File: config.mk
export PLATFORM = sky130hd
export DESIGN_NAME = piso_tx_flat
export DESIGN_NICKNAME = d
export VERILOG_FILES = /design/src/rtl/piso_pkg.sv /design/src/rtl/piso_tx_if.sv /design/src/rtl/piso_tx_bit_counter.sv /design/src/rtl/piso_tx.sv /design/src/flat_wrapper.sv
export SDC_FILE = /design/constraint.sdc
export NUM_CORES = 1
export LEC_CHECK = 0
export ABC_AREA = 1
export BUFFER_PORTS_ARGS = -buffer_cell sky130_fd_sc_hd__buf_2
export CAP_MARGIN = 20
export CORE_MARGIN = 2
export CORE_UTILIZATION = 30
export DETAILED_ROUTE_END_ITERATION = 6
export PLACE_DENSITY = 0.49
export SLEW_MARGIN = 20
export SYNTH_ARGS = -nofsm -noshare
export SYNTH_HDL_FRONTEND = slang
export SYNTH_HIERARCHICAL = 1
export SYNTH_SLANG_ARGS = --single-unit
File: constraint.sdc
create_clock -name clk -period 1.11 [get_ports clk]
set_input_delay 0.0555 -clock clk [delete_from_list [all_inputs] [get_ports clk]]
set_output_delay 0.0555 -clock clk [all_outputs]
set_load 0.01 [all_outputs]
File: src/rtl/piso_pkg.sv
// Shared definitions for the parallel-in serial-out transmitter:
// FSM state encodings and the bit-order selector values.
package piso_pkg;

  typedef enum logic {
    IDLE  = 1'b0,
    SHIFT = 1'b1
  } piso_state_t;

  localparam bit ORDER_MSB_FIRST = 1'b1;
  localparam bit ORDER_LSB_FIRST = 1'b0;

endpackage

File: src/rtl/piso_tx_if.sv
// Load handshake and serial output bundle for piso_tx.
// The producer side uses the master modport and the transmitter uses the slave modport.
interface piso_tx_if #(
  parameter int N = 8
);

  logic         load_valid;
  logic         load_ready;
  logic [N-1:0] load_data;
  logic         sout;
  logic         sout_valid;
  logic         last;
  logic         busy;

  modport master (
    output load_valid,
    output load_data,
    input  load_ready,
    input  sout,
    input  sout_valid,
    input  last,
    input  busy
  );

  modport slave (
    input  load_valid,
    input  load_data,
    output load_ready,
    output sout,
    output sout_valid,
    output last,
    output busy
  );

endinterface

File: src/rtl/piso_tx_bit_counter.sv
// Saturating up-counter that tracks the position of the bit currently on sout.
// It stops at MAX, so it can never run past the final bit of a word.
module bit_counter #(
  parameter  int MAX = 7,
  localparam int W   = (MAX < 1) ? 1 : $clog2(MAX + 1)
) (
  input  logic         clk,
  input  logic         rst,
  input  logic         clear,
  input  logic         enable,
  output logic [W-1:0] count,
  output logic         at_max
);

  assign at_max = (count == W'(MAX));

  always_ff @(posedge clk) begin
    if (rst) begin
      count <= '0;
    end else if (clear) begin
      count <= '0;
    end else if (enable && !at_max) begin
      count <= count + 1'b1;
    end
  end

endmodule

File: src/rtl/piso_tx.sv
// Parallel-in serial-out transmitter: accepts one N-bit word per valid/ready
// handshake and sends it out one bit per cycle, MSB or LSB first.
module piso_tx
  import piso_pkg::*;
#(
  parameter int N         = 8,
  parameter bit MSB_FIRST = ORDER_MSB_FIRST
) (
  input  logic       clk,
  input  logic       rst,
  piso_tx_if.slave   bus
);

  localparam int            CW       = $clog2(N);
  localparam logic [CW-1:0] LAST_IDX = CW'(N - 1);

  piso_state_t   state;
  piso_state_t   state_next;
  logic [N-1:0]  shreg;
  logic [CW-1:0] count;
  logic          at_max;
  logic          transfer;
  logic          shifting;
  logic          out_bit;

  assign shifting = (state == SHIFT);
  assign transfer = bus.load_valid && bus.load_ready;
  assign out_bit  = MSB_FIRST ? shreg[N-1] : shreg[0];

  bit_counter #(
    .MAX (N - 1)
  ) u_bit_counter (
    .clk    (clk),
    .rst    (rst),
    .clear  (transfer),
    .enable (shifting),
    .count  (count),
    .at_max (at_max)
  );

  always_ff @(posedge clk) begin
    if (rst) begin
      state <= IDLE;
    end else begin
      state <= state_next;
    end
  end

  // load_ready is masked by rst so a word offered during reset is never taken
  always_comb begin
    state_next     = state;
    bus.load_ready = 1'b0;
    bus.sout       = 1'b0;
    bus.sout_valid = 1'b0;
    bus.last       = 1'b0;
    bus.busy       = 1'b0;
    case (state)
      IDLE: begin
        bus.load_ready = !rst;
        if (bus.load_valid && !rst) begin
          state_next = SHIFT;
        end
      end
      SHIFT: begin
        bus.sout       = out_bit;
        bus.sout_valid = 1'b1;
        bus.busy       = 1'b1;
        bus.last       = (count == LAST_IDX);
        if (at_max) begin
          state_next = IDLE;
        end
      end
      default: begin
        state_next = IDLE;
      end
    endcase
  end

  // The register shifts toward whichever end feeds sout
  always_ff @(posedge clk) begin
    if (rst) begin
      shreg <= '0;
    end else if (transfer) begin
      shreg <= bus.load_data;
    end else if (shifting) begin
      if (MSB_FIRST) begin
        shreg <= {shreg[N-2:0], 1'b0};
      end else begin
        shreg <= {1'b0, shreg[N-1:1]};
      end
    end
  end

endmodule

File: src/flat_wrapper.sv
// flat-port wrapper written by rule: the top's interface ports become plain ports
module piso_tx_flat import piso_pkg::*;
#(
  parameter int N         = 8,
  parameter bit MSB_FIRST = ORDER_MSB_FIRST
)
  (clk, rst, bus_load_valid, bus_load_data, bus_load_ready, bus_sout, bus_sout_valid, bus_last, bus_busy);
  piso_tx_if #(.N(N)) bus_i ();
  input  logic clk;
  input  logic rst;
  input wire logic [$bits(bus_i.load_valid)-1:0] bus_load_valid;
  input wire logic [$bits(bus_i.load_data)-1:0] bus_load_data;
  output wire logic [$bits(bus_i.load_ready)-1:0] bus_load_ready;
  output wire logic [$bits(bus_i.sout)-1:0] bus_sout;
  output wire logic [$bits(bus_i.sout_valid)-1:0] bus_sout_valid;
  output wire logic [$bits(bus_i.last)-1:0] bus_last;
  output wire logic [$bits(bus_i.busy)-1:0] bus_busy;
  assign bus_i.load_valid = bus_load_valid;
  assign bus_i.load_data = bus_load_data;
  assign bus_load_ready = bus_i.load_ready;
  assign bus_sout = bus_i.sout;
  assign bus_sout_valid = bus_i.sout_valid;
  assign bus_last = bus_i.last;
  assign bus_busy = bus_i.busy;
  piso_tx #(.N(N), .MSB_FIRST(MSB_FIRST)) u_core (.clk(clk), .rst(rst), .bus(bus_i));
endmodule
==> summary.txt <==
Placed design
  – Pre-CTS WS: -6.21 ps
  – Dpl hpwl: 957 microns
  – Placer Congestion: 0.733
  – Placed insts: 134
  – Port bufs: 15

Global route
  – Total global routing overflow: 0
  – Initial antenna violation count: 0
  – Vias in the first global route: 528
  – First-pass GRT wire length: 2350 microns
  – Gr usage total: 0.127
  – Pin count of the biggest net entering global routing: 11

Route
  – Post-route ant nets: 0
  – First-pass DRT Iterations: 4
  – Iter 0 DRT Violations: 16
  – Vias: 652
  – Drt wl/cell: 10.6 microns
  – Via density: 4.50
  – Post-route DRC: 0
  – Routed wire length: 1540 microns

Critical path
  – Largest delay share family, worst path: flip-flops
  – Critical Path Stages: 3
  – Crit path buf inv count: 1
  – Maximum fanout along the worst path: 3
  – Reg2Reg Depth: 6
  – Worst Setup End Kind: primary output
  – CP cell instances: nand3_2 -> nor2_1 -> buf_2
  – Arrival time worst endpoint: 1030 ps
  – Nature of the critical path startpoint: flop
  – Setup CP Type: reg2out
  – Largest stage delay, worst path: between 400 and 500 ps
  – Req. time, crit path: 1050 ps
  – CP max stage cell: dfxtp_1

Floorplanning
  – Die H: approximately 50 microns
  – Rows: 16
  – Initial Utilization: 0.321
  – CORE AREA: 0.00198 sq mm
  – Chip Width: 50.1 microns
  – I/O Pins: 16
  – Die area: 0.00251 sq mm

CTS
  – Clock root cell: clkbuf_4
  – Post-CTS Hold Fix Bufs: 0
  – Clk sinks: 12
  – Htree depth: 1
  – Clock Pin Slew Worst Setup and Hold Paths: 80 ps
  – Clock buffer depth: 2
  – Worst-Skew Late Latency: 270 ps
  – TritonCTS clock tree: yes
  – Cts bufs inserted: 3

Timing
  – Actual slew at the worst max-slew pin: 213 ps
  – RSZ-0062 raised after global routing: yes
  – Max-slew headroom: 0.858
  – Final Skew: 6.27 ps
  – Fmax: 920 MHz
  – Final critical-path share of the clock period: 0.979
  – Final count of hold timing violations: 0
  – Tmin final: 1090 ps
  – Final worst slack: 23.5 ps
  – Slew Viols, Final: 0
  – Final setup violating endpoints: 0

Finish
  – Most common cell after layout, fill and taps aside: nand3_1
  – Fin nets: 133
  – Layout area overhead: 42.6%
  – Filler cells: 204
  – Commonest non-fill, non-tap cells in the layout: nand3_1 (23), nand2_1 (20), buf_2 (14), inv_1 (10), dfxtp_1 (9)
  – Fin cells: 145
  – N_diodes: 0
  – Fraction of layout cells with a size suffix above 1: 0.390

Power
  – Clock share of power: 0.254
  – PD cells: 1170 mW/mm^2
  – Switching power of the nets: 0.000324 W
  – Combinational share of power: 0.282
  – Switch share: 0.304
  – Static Leak: 0.472 nW
  – Register share of total power: 0.464
  – Internal power: ~0.00074 W
  – Maximum VDD drop: 0.000716 V

Logic synthesis
  – Synthesized area: 637 sq um
  – Post-synthesis sequential area ratio: 0.377
  – Seq cells post-synth: 12
  – Cell count after synthesis: 91
  – Syn. warnings: 6
  – Syn_area_per_cell: 7.00 sq um
  – Mapped Nets: roughly 100
  – Synth unique cells: 15

Min path
  – Hold depth: 2
  – Worst hold path class: in2reg

Flow run
  – Max Cap Viol: 0

Outcome
  – Status: complete, no violations
[worst paths after layout]
| path | startpoint | to | slack, ps |
|---|---|---|---|
| setup / recovery | u_core/u_bit_counter/count[2] | bus_last | 20 |
| hold / removal | rst | u_core/shreg[0] | 30 |
| setup reg to reg | u_core/u_bit_counter/count[1] | u_core/u_bit_counter/count[2] | 60 |
| hold reg to reg | u_core/shreg[0] | u_core/shreg[0] | 490 |
[stage by stage]
stage	setup TNS (ps)	hold slack (ps)	total power (W)	area, sq um	utilization
floorplan	0	125	0.000641	637	-
global route	-59.3	31.0	0.00114	908	0.458
finish	0	27.0	0.00106	908	0.458
CTS	0	16.4	0.00101	795	0.401
global placement	0	310	0.000720	756	0.381
detailed placement	-6.21	311	0.000722	756	0.381
[synth_stat cells (all sizes together)]
master / number / area, sq um
a21oi: 1 / 5.00
nand2: 21 / 86.3
clkbuf: 1 / 13.8
nand3: 26 / 130
inv: 14 / 52.6
dfxtp: 12 / 240
buf: 2 / 18.8
o22ai: 1 / 6.26
ha: 2 / 25.0
nor2: 11 / 58.8
[registers in the layout, indices dropped and copies added (netlist names)]
name	cells
u_core/shifting	1
u_core/shreg	8
u_core/u_bit_counter/count	3
[kinds of logic after synthesis]
kind of cell             synth area share
AO/OA/AOI/OAI                      0.0177
adder cells (fa/ha/maj)            0.0393
buffers and inverters               0.134
flip-flops                          0.377
AND/OR/NAND/NOR                     0.432
[layout make-up]
class                      count  area, sq um  area share
sequential                    12          246       0.271
multi-input combinational     62          357       0.393
inverter                      14         52.6      0.0579
tap                           27         33.8      0.0372
timing repair buffer          27          196       0.216
clock buffer                   3         22.5      0.0248
[power groups by stage]
stage,Clock (W),Sequential (W),Combinational (W)
6_report,0.000271,0.000493,0.000300
5_1_grt,0.000308,0.000497,0.000336
4_1_cts,0.000286,0.000483,0.000241
3_5_place_dp,0,0.000492,0.000230
3_3_place_gp,0,0.000492,0.000228
2_1_floorplan,0,0.000502,0.000140
[metal layers]
| metal | global-route usage | share of wire |
|---|---|---|
| met1 | 0.163 | 0.46 |
| met2 | 0.175 | 0.47 |
| met3 | 0.0545 | 0.049 |
| met4 | 0.0694 | 0.020 |
| met5 | 0 | 0 |
[what timing repair did]
item                                   in CTS  in global routing
resized for setup                           2                 16
pin swaps                                   2                 10
setup endpoints to repair                   4                 11
buffers inserted                            2                  6
endpoints found under the hold margin       0                  0
cloned                                      0                  0
Power figures use the tool's default switching activity.
